File: config.mk
export PLATFORM = sky130hd
export DESIGN_NAME = seq_unpack
export DESIGN_NICKNAME = d
export VERILOG_FILES = /design/src/rtl/seq_unpack_pkg.sv /design/src/rtl/seq_unpack_buf.sv /design/src/rtl/seq_unpack.sv
export SDC_FILE = /design/constraint.sdc
export NUM_CORES = 1
export LEC_CHECK = 0
export ABC_CLOCK_PERIOD_IN_PS = 2050
export CAP_MARGIN = 20
export CORE_MARGIN = 4
export CORE_UTILIZATION = 47
export CTS_CLUSTER_DIAMETER = 120
export DETAILED_ROUTE_END_ITERATION = 7
export PLACE_DENSITY = 0.82
export RECOVER_POWER = 100
export SYNTH_ARGS = -nofsm -noshare
export SYNTH_HDL_FRONTEND = slang
export SYNTH_SLANG_ARGS = --single-unit
File: constraint.sdc
create_clock -name clk -period 2.05 [get_ports clk]
set_input_delay 0.41 -clock clk [delete_from_list [all_inputs] [get_ports clk]]
set_output_delay 0.41 -clock clk [all_outputs]
set_load 0.01 [all_outputs]
File: src/rtl/seq_unpack_pkg.sv
// Shared definitions for the sequence unpacker: FSM states, terminator code, symbols-per-word.
// Latency: n/a (types and constant functions only).
// Backpressure: n/a.
package seq_unpack_pkg;

  // Word-level control: wait for a word, capture it, then stream its symbols.
  typedef enum logic [1:0] {
    EMPTY = 2'd0,
    FETCH = 2'd1,
    EMIT  = 2'd2
  } state_t;

  // The terminator is the all-ones symbol; users take the low symbol-width bits.
  localparam logic [31:0] TERM_ONES = '1;

  // Whole symbols that fit in one packed word; leftover upper bits are ignored.
  function automatic int nsym_of(input int ww, input int tw);
    return ww / tw;
  endfunction

endpackage

File: src/rtl/seq_unpack_buf.sv
// Word register that loads a packed word and shifts out one symbol at a time.
// Latency: load/shift take effect on the next rising edge; sym is combinational from the register.
// Backpressure: none internally; the owner decides when to shift.
//
// Ports: clk/rst (async active-low); load+ld_dat capture a word (unused upper bits masked off);
// shift drops the current symbol; clear empties the register; dat/sym show the word and symbol 0;
// last flags one symbol remaining, full flags any symbols remaining.
module seq_unpack_buf
  import seq_unpack_pkg::*;
#(
  parameter int twidth = 3,
  parameter int wwidth = 64
) (
  input  logic              clk,
  input  logic              rst,
  input  logic              load,
  input  logic [wwidth-1:0] ld_dat,
  input  logic              shift,
  input  logic              clear,
  output logic [wwidth-1:0] dat,
  output logic [twidth-1:0] sym,
  output logic              last,
  output logic              full
);

  localparam int NSYM = nsym_of(wwidth, twidth);
  localparam int CW   = $clog2(NSYM + 1);
  localparam logic [CW-1:0] NSYM_C = CW'(NSYM);
  // Keep only the bits that belong to whole symbols so shifted-in padding stays zero.
  localparam logic [wwidth-1:0] USED_MASK = {wwidth{1'b1}} >> (wwidth - NSYM * twidth);

  logic [CW-1:0] cnt;

  // load wins over clear and shift so a word boundary can reload in the same cycle.
  always_ff @(posedge clk or negedge rst) begin
    if (!rst) begin
      dat <= '0;
      cnt <= '0;
    end else if (load) begin
      dat <= ld_dat & USED_MASK;
      cnt <= NSYM_C;
    end else if (clear) begin
      dat <= '0;
      cnt <= '0;
    end else if (shift) begin
      dat <= dat >> twidth;
      cnt <= cnt - 1'b1;
    end
  end

  assign sym  = dat[twidth-1:0];
  assign last = (cnt == CW'(1));
  assign full = (cnt != '0);

endmodule

File: src/rtl/seq_unpack.sv
// Unpacks fixed-width symbols from FIFO words, counts symbols up to an all-ones terminator.
// Latency: first symbol valid 2 cycles after rd; 1 symbol/cycle with ack held; done 1 cycle after terminator.
// Backpressure: s/v hold while ack is low; no FIFO read while a word is still being emitted (unless prefetching).
//
// Ports: din/empty/rd - word FIFO side (din valid the cycle after rd); s/v/ack - symbol stream;
// len - symbol count of the last finished sequence (saturating); done - pulse after a terminator.
// Build option: define SEQ_UNPACK_PREFETCH_EN to add a second word register that is filled
// while the current word streams, removing the idle cycles between words.
module seq_unpack
  import seq_unpack_pkg::*;
#(
  parameter int twidth = 3,   // symbol width
  parameter int wwidth = 64,  // packed word width
  parameter int lwidth = 16   // sequence length counter width
) (
  input  logic              clk,
  input  logic              rst,
  input  logic [wwidth-1:0] din,
  input  logic              empty,
  output logic              rd,
  output logic [twidth-1:0] s,
  output logic              v,
  input  logic              ack,
  output logic [lwidth-1:0] len,
  output logic              done
);

  localparam logic [twidth-1:0] TERM = TERM_ONES[twidth-1:0];

  state_t            state, state_nxt;
  logic              armed;
  logic [lwidth-1:0] count;
  logic              m_load, m_shift, m_clear, m_last;
  logic [wwidth-1:0] m_ld_dat;
  logic [wwidth-1:0] m_dat_unused;
  logic              m_full_unused;
  logic              xfer, is_term, finish;

  assign v       = (state == EMIT);
  assign xfer    = v && ack;
  assign is_term = (s == TERM);
  // A word ends on its last symbol or early on a terminator (the rest is discarded).
  assign finish  = xfer && (is_term || m_last);

  seq_unpack_buf #(.twidth(twidth), .wwidth(wwidth)) u_buf (
    .clk    (clk),
    .rst    (rst),
    .load   (m_load),
    .ld_dat (m_ld_dat),
    .shift  (m_shift),
    .clear  (m_clear),
    .dat    (m_dat_unused),
    .sym    (s),
    .last   (m_last),
    .full   (m_full_unused)
  );

`ifdef SEQ_UNPACK_PREFETCH_EN
  logic              din_vld;
  logic              p_load, p_clear, p_full, p_last_unused;
  logic [wwidth-1:0] p_dat;
  logic [twidth-1:0] p_sym_unused;

  seq_unpack_buf #(.twidth(twidth), .wwidth(wwidth)) u_pbuf (
    .clk    (clk),
    .rst    (rst),
    .load   (p_load),
    .ld_dat (din),
    .shift  (1'b0),
    .clear  (p_clear),
    .dat    (p_dat),
    .sym    (p_sym_unused),
    .last   (p_last_unused),
    .full   (p_full)
  );

  // din carries a fresh word the cycle after any rd.
  always_ff @(posedge clk or negedge rst) begin
    if (!rst) din_vld <= 1'b0;
    else      din_vld <= rd;
  end
`endif

  always_comb begin
    state_nxt = state;
    rd        = 1'b0;
    m_load    = 1'b0;
    m_shift   = 1'b0;
    m_clear   = 1'b0;
    m_ld_dat  = din;
`ifdef SEQ_UNPACK_PREFETCH_EN
    p_load    = 1'b0;
    p_clear   = 1'b0;
`endif
    case (state)
      // armed blocks a read in the first cycle out of reset.
      EMPTY: if (armed && !empty) begin
        rd        = 1'b1;
        state_nxt = FETCH;
      end
      FETCH: begin
        m_load    = 1'b1;
        state_nxt = EMIT;
      end
      EMIT: begin
`ifdef SEQ_UNPACK_PREFETCH_EN
        // One outstanding prefetch at most: spare register empty and no word in flight.
        rd = !p_full && !din_vld && !empty;
        if (finish) begin
          if (p_full) begin
            m_load   = 1'b1;
            m_ld_dat = p_dat;
            p_clear  = 1'b1;
          end else if (din_vld) begin
            // Prefetched word lands exactly as the current one ends: take it directly.
            m_load = 1'b1;
          end else begin
            m_clear   = 1'b1;
            // A read issued on this final cycle behaves like a normal fetch.
            state_nxt = rd ? FETCH : EMPTY;
          end
        end else begin
          m_shift = xfer;
          p_load  = din_vld;
        end
`else
        if (finish) begin
          m_clear   = 1'b1;
          state_nxt = EMPTY;
        end else begin
          m_shift = xfer;
        end
`endif
      end
      default: state_nxt = EMPTY;
    endcase
  end

  always_ff @(posedge clk or negedge rst) begin
    if (!rst) begin
      state <= EMPTY;
      armed <= 1'b0;
      count <= '0;
      len   <= '0;
      done  <= 1'b0;
    end else begin
      state <= state_nxt;
      armed <= 1'b1;
      done  <= xfer && is_term;
      if (xfer) begin
        if (is_term) begin
          len   <= count;
          count <= '0;
        end else if (count != '1) begin
          count <= count + 1'b1;
        end
      end
    end
  end

endmodule

Word-level counts from Yosys, hierarchy flattened

Index checks and enable logic that the tools add are counted.
W data, S select, Z words.

Register bits after elaboration: 105
Input bits: 68

Multiplexer cells: 18
$add $sub $neg: 2
Equality and inequality tests: 7
Reductions and logical operators: 12

Operator list:

| kind                    | number |
|---|---|
| $mux W64                | 3 |
| $mux W16                | 2 |
| $add A16 B1 Y16 const B | 1 |
| $ne A16 B16 Y1 const B  | 1 |
| $mux W5                 | 3 |
| $mux W1                 | 7 |
| $pmux W2 S3             | 1 |
| $reduce_and A2 Y1       | 3 |
| $eq A5 B1 Y1 const B    | 1 |
| $sub A5 B1 Y5 const B   | 1 |
| $logic_and A1 B1 Y1     | 4 |
| $mux W2                 | 2 |
| $eq A3 B3 Y1 const B    | 1 |
| $reduce_bool A3 Y1      | 1 |
| $eq A2 B1 Y1 const B    | 1 |
| $eq A2 B2 Y1 const B    | 1 |
| $logic_not A2 Y1        | 1 |
| $ne A2 B1 Y1 const B    | 1 |
| $ne A2 B2 Y1 const B    | 1 |
| $reduce_bool A2 Y1      | 1 |
| $logic_not A1 Y1        | 1 |
| $logic_or A1 B1 Y1      | 1 |

Logic depth before layout (Yosys ltp)

Word-level depth: 8
Depth in mapped cells: 7
Mapped depth without buffers: 6

By module

A second synthesis with hierarchy kept.

Cells, all modules: 494
Area total of the unflattened synthesis: 4971.0 µm²

By module, submodules not included:

| module         | cells an instance | times used | area an instance (µm²) | sequential area each (µm²) |
|---|---|---|---|---|
| seq_unpack_buf | 306               | 1          | 3258.1                 | 1701.6 |
| seq_unpack     | 188               | 1          | 1712.9                 | 900.9 |

Worst setup path after synthesis

Ideal clock, no wire load.

Kind: reg2reg
From: register state[0]
To: register count[14]
Data required time: 1972 ps
Library setup time: 78 ps
Period minus slack after synthesis: 1916 ps
Arrival time: 1838 ps
Path slack: 134 ps
Stages on the path, launching flop included: 6
Cells stage by stage: dfrtp_1 nand3b_4 or4_1 clkbuf_2 or4_1 a21oi_1

Word-level cells in the longest chain between the ends: 3

RTL lines:

| item                               | line              | text |
|---|---|---|
| from (decl)                        | seq_unpack.sv:30  | `state_t state, state_nxt;` |
| from (signal assigned)             | seq_unpack.sv:147 | `state <= state_nxt;` |
| $eq A2 B2 Y1                       | seq_unpack.sv:39  | `assign v = (state == EMIT);` |
| $logic_and A1 B1 Y1                | seq_unpack.sv:40  | `assign xfer = v && ack;` |
| $reduce_and A2 Y1 (no source line) | n/a               |  |
| to (signal assigned)               | seq_unpack.sv:155 | `count <= count + 1'b1;` |
| to (decl)                          | seq_unpack.sv:32  | `logic [lwidth-1:0] count;` |

No other way between the ends.
A chain may end at the register's enable or synchronous reset.

Worst setup path after layout

From: input ack
To: register count[12]

Word-level cells in the longest chain between the ends: 2

RTL lines:

| item                               | line             | text |
|---|---|---|
| from (decl)                        | seq_unpack.sv:23 | `input logic ack,` |
| $logic_and A1 B1 Y1                | seq_unpack.sv:40 |  |
| $reduce_and A2 Y1 (no source line) | n/a              |  |

No other way between the ends.

==> flow_summary.ini <==
[timing]
min_period_over_period = 0.960
final.setup.tns_ps = 0
worstMarginPinSlew_ps = 719
rsz0062_at_grt = false
fin_crit_ps = 1970
max_freq_mhz = 508
relSlewSlack = 0.517
worst_hold_slack_ps = 473
report.final.hold_viol_count = 0
final-setup-viol-count = 0
finalMaxSlewViolations = 0
fin_ws_ps = 82.2
clock_skew_ps = 13.6

[setup_path]
timing.rr.start = count[0]
crit_fanout = 4
cp_num_buf_inv = 2
path_depth = 6
required_ps = 2310
rrSetupSlack_ps = 130
worstSetupEndpoint = count[12]
crit_path_start = ack
reg2reg_depth = 6
criticalPathCategory = in -> reg
r2r-end = count[12]
slowest_delay_ps = 560
startpoint_type = input pin
crit_family = buffers and inverters
crit_chain = clkdlybuf4s50_1, nand3b_4, or4_1, clkbuf_1, o31a_1, o21a_1
critPathCaptureType = flop
critPathArrivalTime_ps = 2230
critPathSlowestCell = or4_1

[worst_hold_path]
hold_path.class = reg -> reg

[finish]
n_fill_cell = 830
nets = 597
syn2layout_area_growth_pct = 27.4
drive_gt1_frac = 0.0847
seq_area_mm2 = 0.00260
antenna_cells = 0
multiInputGateArea_mm2 = 0.00190

[logic_synthesis]
synth_area_mm2 = 0.00469
ys_seq_area_frac = 0.555
syn_inst = 440
synth_seq_cells = 104
synth.distinct_cells = 43
syn_nets = 511
async_flop_share = 1.00
synth_enable_flop_cells = 0
yosysWarningCount = 0
synth.avg_cell_area_um2 = 10.6
ys.flop_type = dfrtp_1

[place]
place_worst_setup_slack_ps = -300
gp_congestion = 0.924
port_buffers = 88
dp_hpwl_mm = 7.33

[cts]
insertion_delay_ps = 370
cts_tree = done
cts_made_buffers = 9
cts-root-buf = clkbuf_8
cts_buffer_depth = 2
cts_htree_levels = 3
clk_pin_slew_worst_paths_ps = 90
clock-sinks = 104

[outcome]
outcome = finished, final reports clean

[power_and_ir_drop]
ir_drop_mv = 0.508
powerDensity_mw_per_mm2 = 1080
totalPowerFinal_mw = 6.47
cellLeakagePower_nw = 2.88

[die]
die_h_um = 108
die_x_um = 108
pin_count = 90
initial_core_util = 0.482
core_mm2 = 0.00973
rows = 36
dieArea_mm2 = 0.0116

[job]
max_cap_violations = 0

[drt]
wl_mm = 11.0
wl_per_cell_um = 16.6
drc = 0
vias = 3888
vias_per_cell = 5.86
drt_iter0_markers = 386
dr.pass1.iters = 4
ant_nets = 0

[global_route]
antenna_found_initial = 0
grt_max_degree = 56
grt_pass1_wl_mm = 19.0
grt_pass1_vias = 3967
grt_overflow = 0
grtUsageTotal = 0.202
==> state kept, by name, summed over array words and instances (netlist names) <==
name and count:
count 16, done 1, state 2, u_buf.cnt 5, len 16, armed 1
u_buf.dat 63
==> placed cells by master (no fill, tap or decap), types with 5 or more instances in the layout <==
master and n:
a221o_1 57, and3_1 58, o21ai_0 12, dlygate4sd3_1 21, clkbuf_8 10, clkbuf_1 5, clkdlybuf4s50_1 65, dfrtp_1 104
a21oi_1 11, nor2_1 11, or4_1 8, nand3_1 9, buf_4 15, inv_1 8, nand2_1 65, nor4_1 5
nor3_1 6
==> metrics by stage <==
stage | cell area, um^2 | std cells | utilization
after floorplan | 4690 | 440 | -
after global placement | 5830 | 646 | 0.600
after detailed placement | 5830 | 646 | 0.600
after CTS | 6030 | 664 | 0.620
after global routing | 5970 | 664 | 0.614
final | 5970 | 664 | 0.614
==> how the worst min path moves through the flow <==
stage,from,to,slack (ps),depth (start not counted)
2_1_floorplan,rst,armed,110,0
3_3_place_gp,rst,len[11],350,1
3_5_place_dp,rst,done,360,1
4_1_cts,len[2],len[2],480,2
5_1_grt,len[2],len[2],510,2
6_report,len[10],len[10],470,2
==> logic make-up after synthesis <==
family                     synth area share
other                              0.000800
buffers and inverters                0.0411
adders and majority gates           0.00801
muxes                               0.00881
AOI/OAI and AO/OA                     0.180
DFF                                   0.555
and+or+nand+nor                       0.206
==> final cells by class <==
class,count,area share
Sequential cell,104,0.436
Tap cell,133,0.0279
Clock inverter,5,0.00545
Timing Repair Buffer,115,0.184
Clock buffer,11,0.0237
Inverter,8,0.00503
Multi-Input combinational cell,288,0.318
==> where the power goes <==
group	switching (mW)	internal (mW)
Combinational	1.00	1.18
Clock	0.684	0.474
Sequential	0.413	2.71
==> synthesized netlist by cell type, drive strengths merged, types with 3 or more instances <==
cell type	n	area, um^2
a221oi	3	26.3
nand2	65	244
a221o	57	571
nor3	6	30.0
o21ai	12	60.1
nand2b	3	18.8
and3	58	363
nand3	10	55.1
a21oi	11	55.1
ha	3	37.5
or4	8	60.1
mux2i	3	30.0
dfrtp	104	2600
inv	8	30.0
nor4	5	31.3
clkbuf	37	140
nor4b	3	26.3
nor2	11	41.3
o31ai	3	22.5
buf	3	22.5
==> what timing repair did <==
| item | in CTS | in global routing |
|---|---|---|
| setup buffers | 1 | 0 |
| hold buffers | 1 | 0 |
| endpoints found under the hold margin | 26 | 0 |
| gates resized for setup | 3 | 0 |
| endpoints found under the setup margin | 2 | 0 |
==> layer usage <==
layer	track usage	share of wire	vias to the layer above	routed length (um)
li1	-	-	1830	-
met3	0.0438	0.051	15	566
met1	0.276	0.44	1934	4800
met4	0.0640	0.019	0	214
met2	0.321	0.49	109	5450
met5	0	0	-	0
==> worst register-to-register path, stage by stage, from the launching register on <==
cell      delay (ps)
dfrtp_1          430
ha_1             220
nand2_1           90
or4_1            450
clkbuf_1         160
o31a_1           290
o21a_1           180
(Power assumes the default switching activity.)
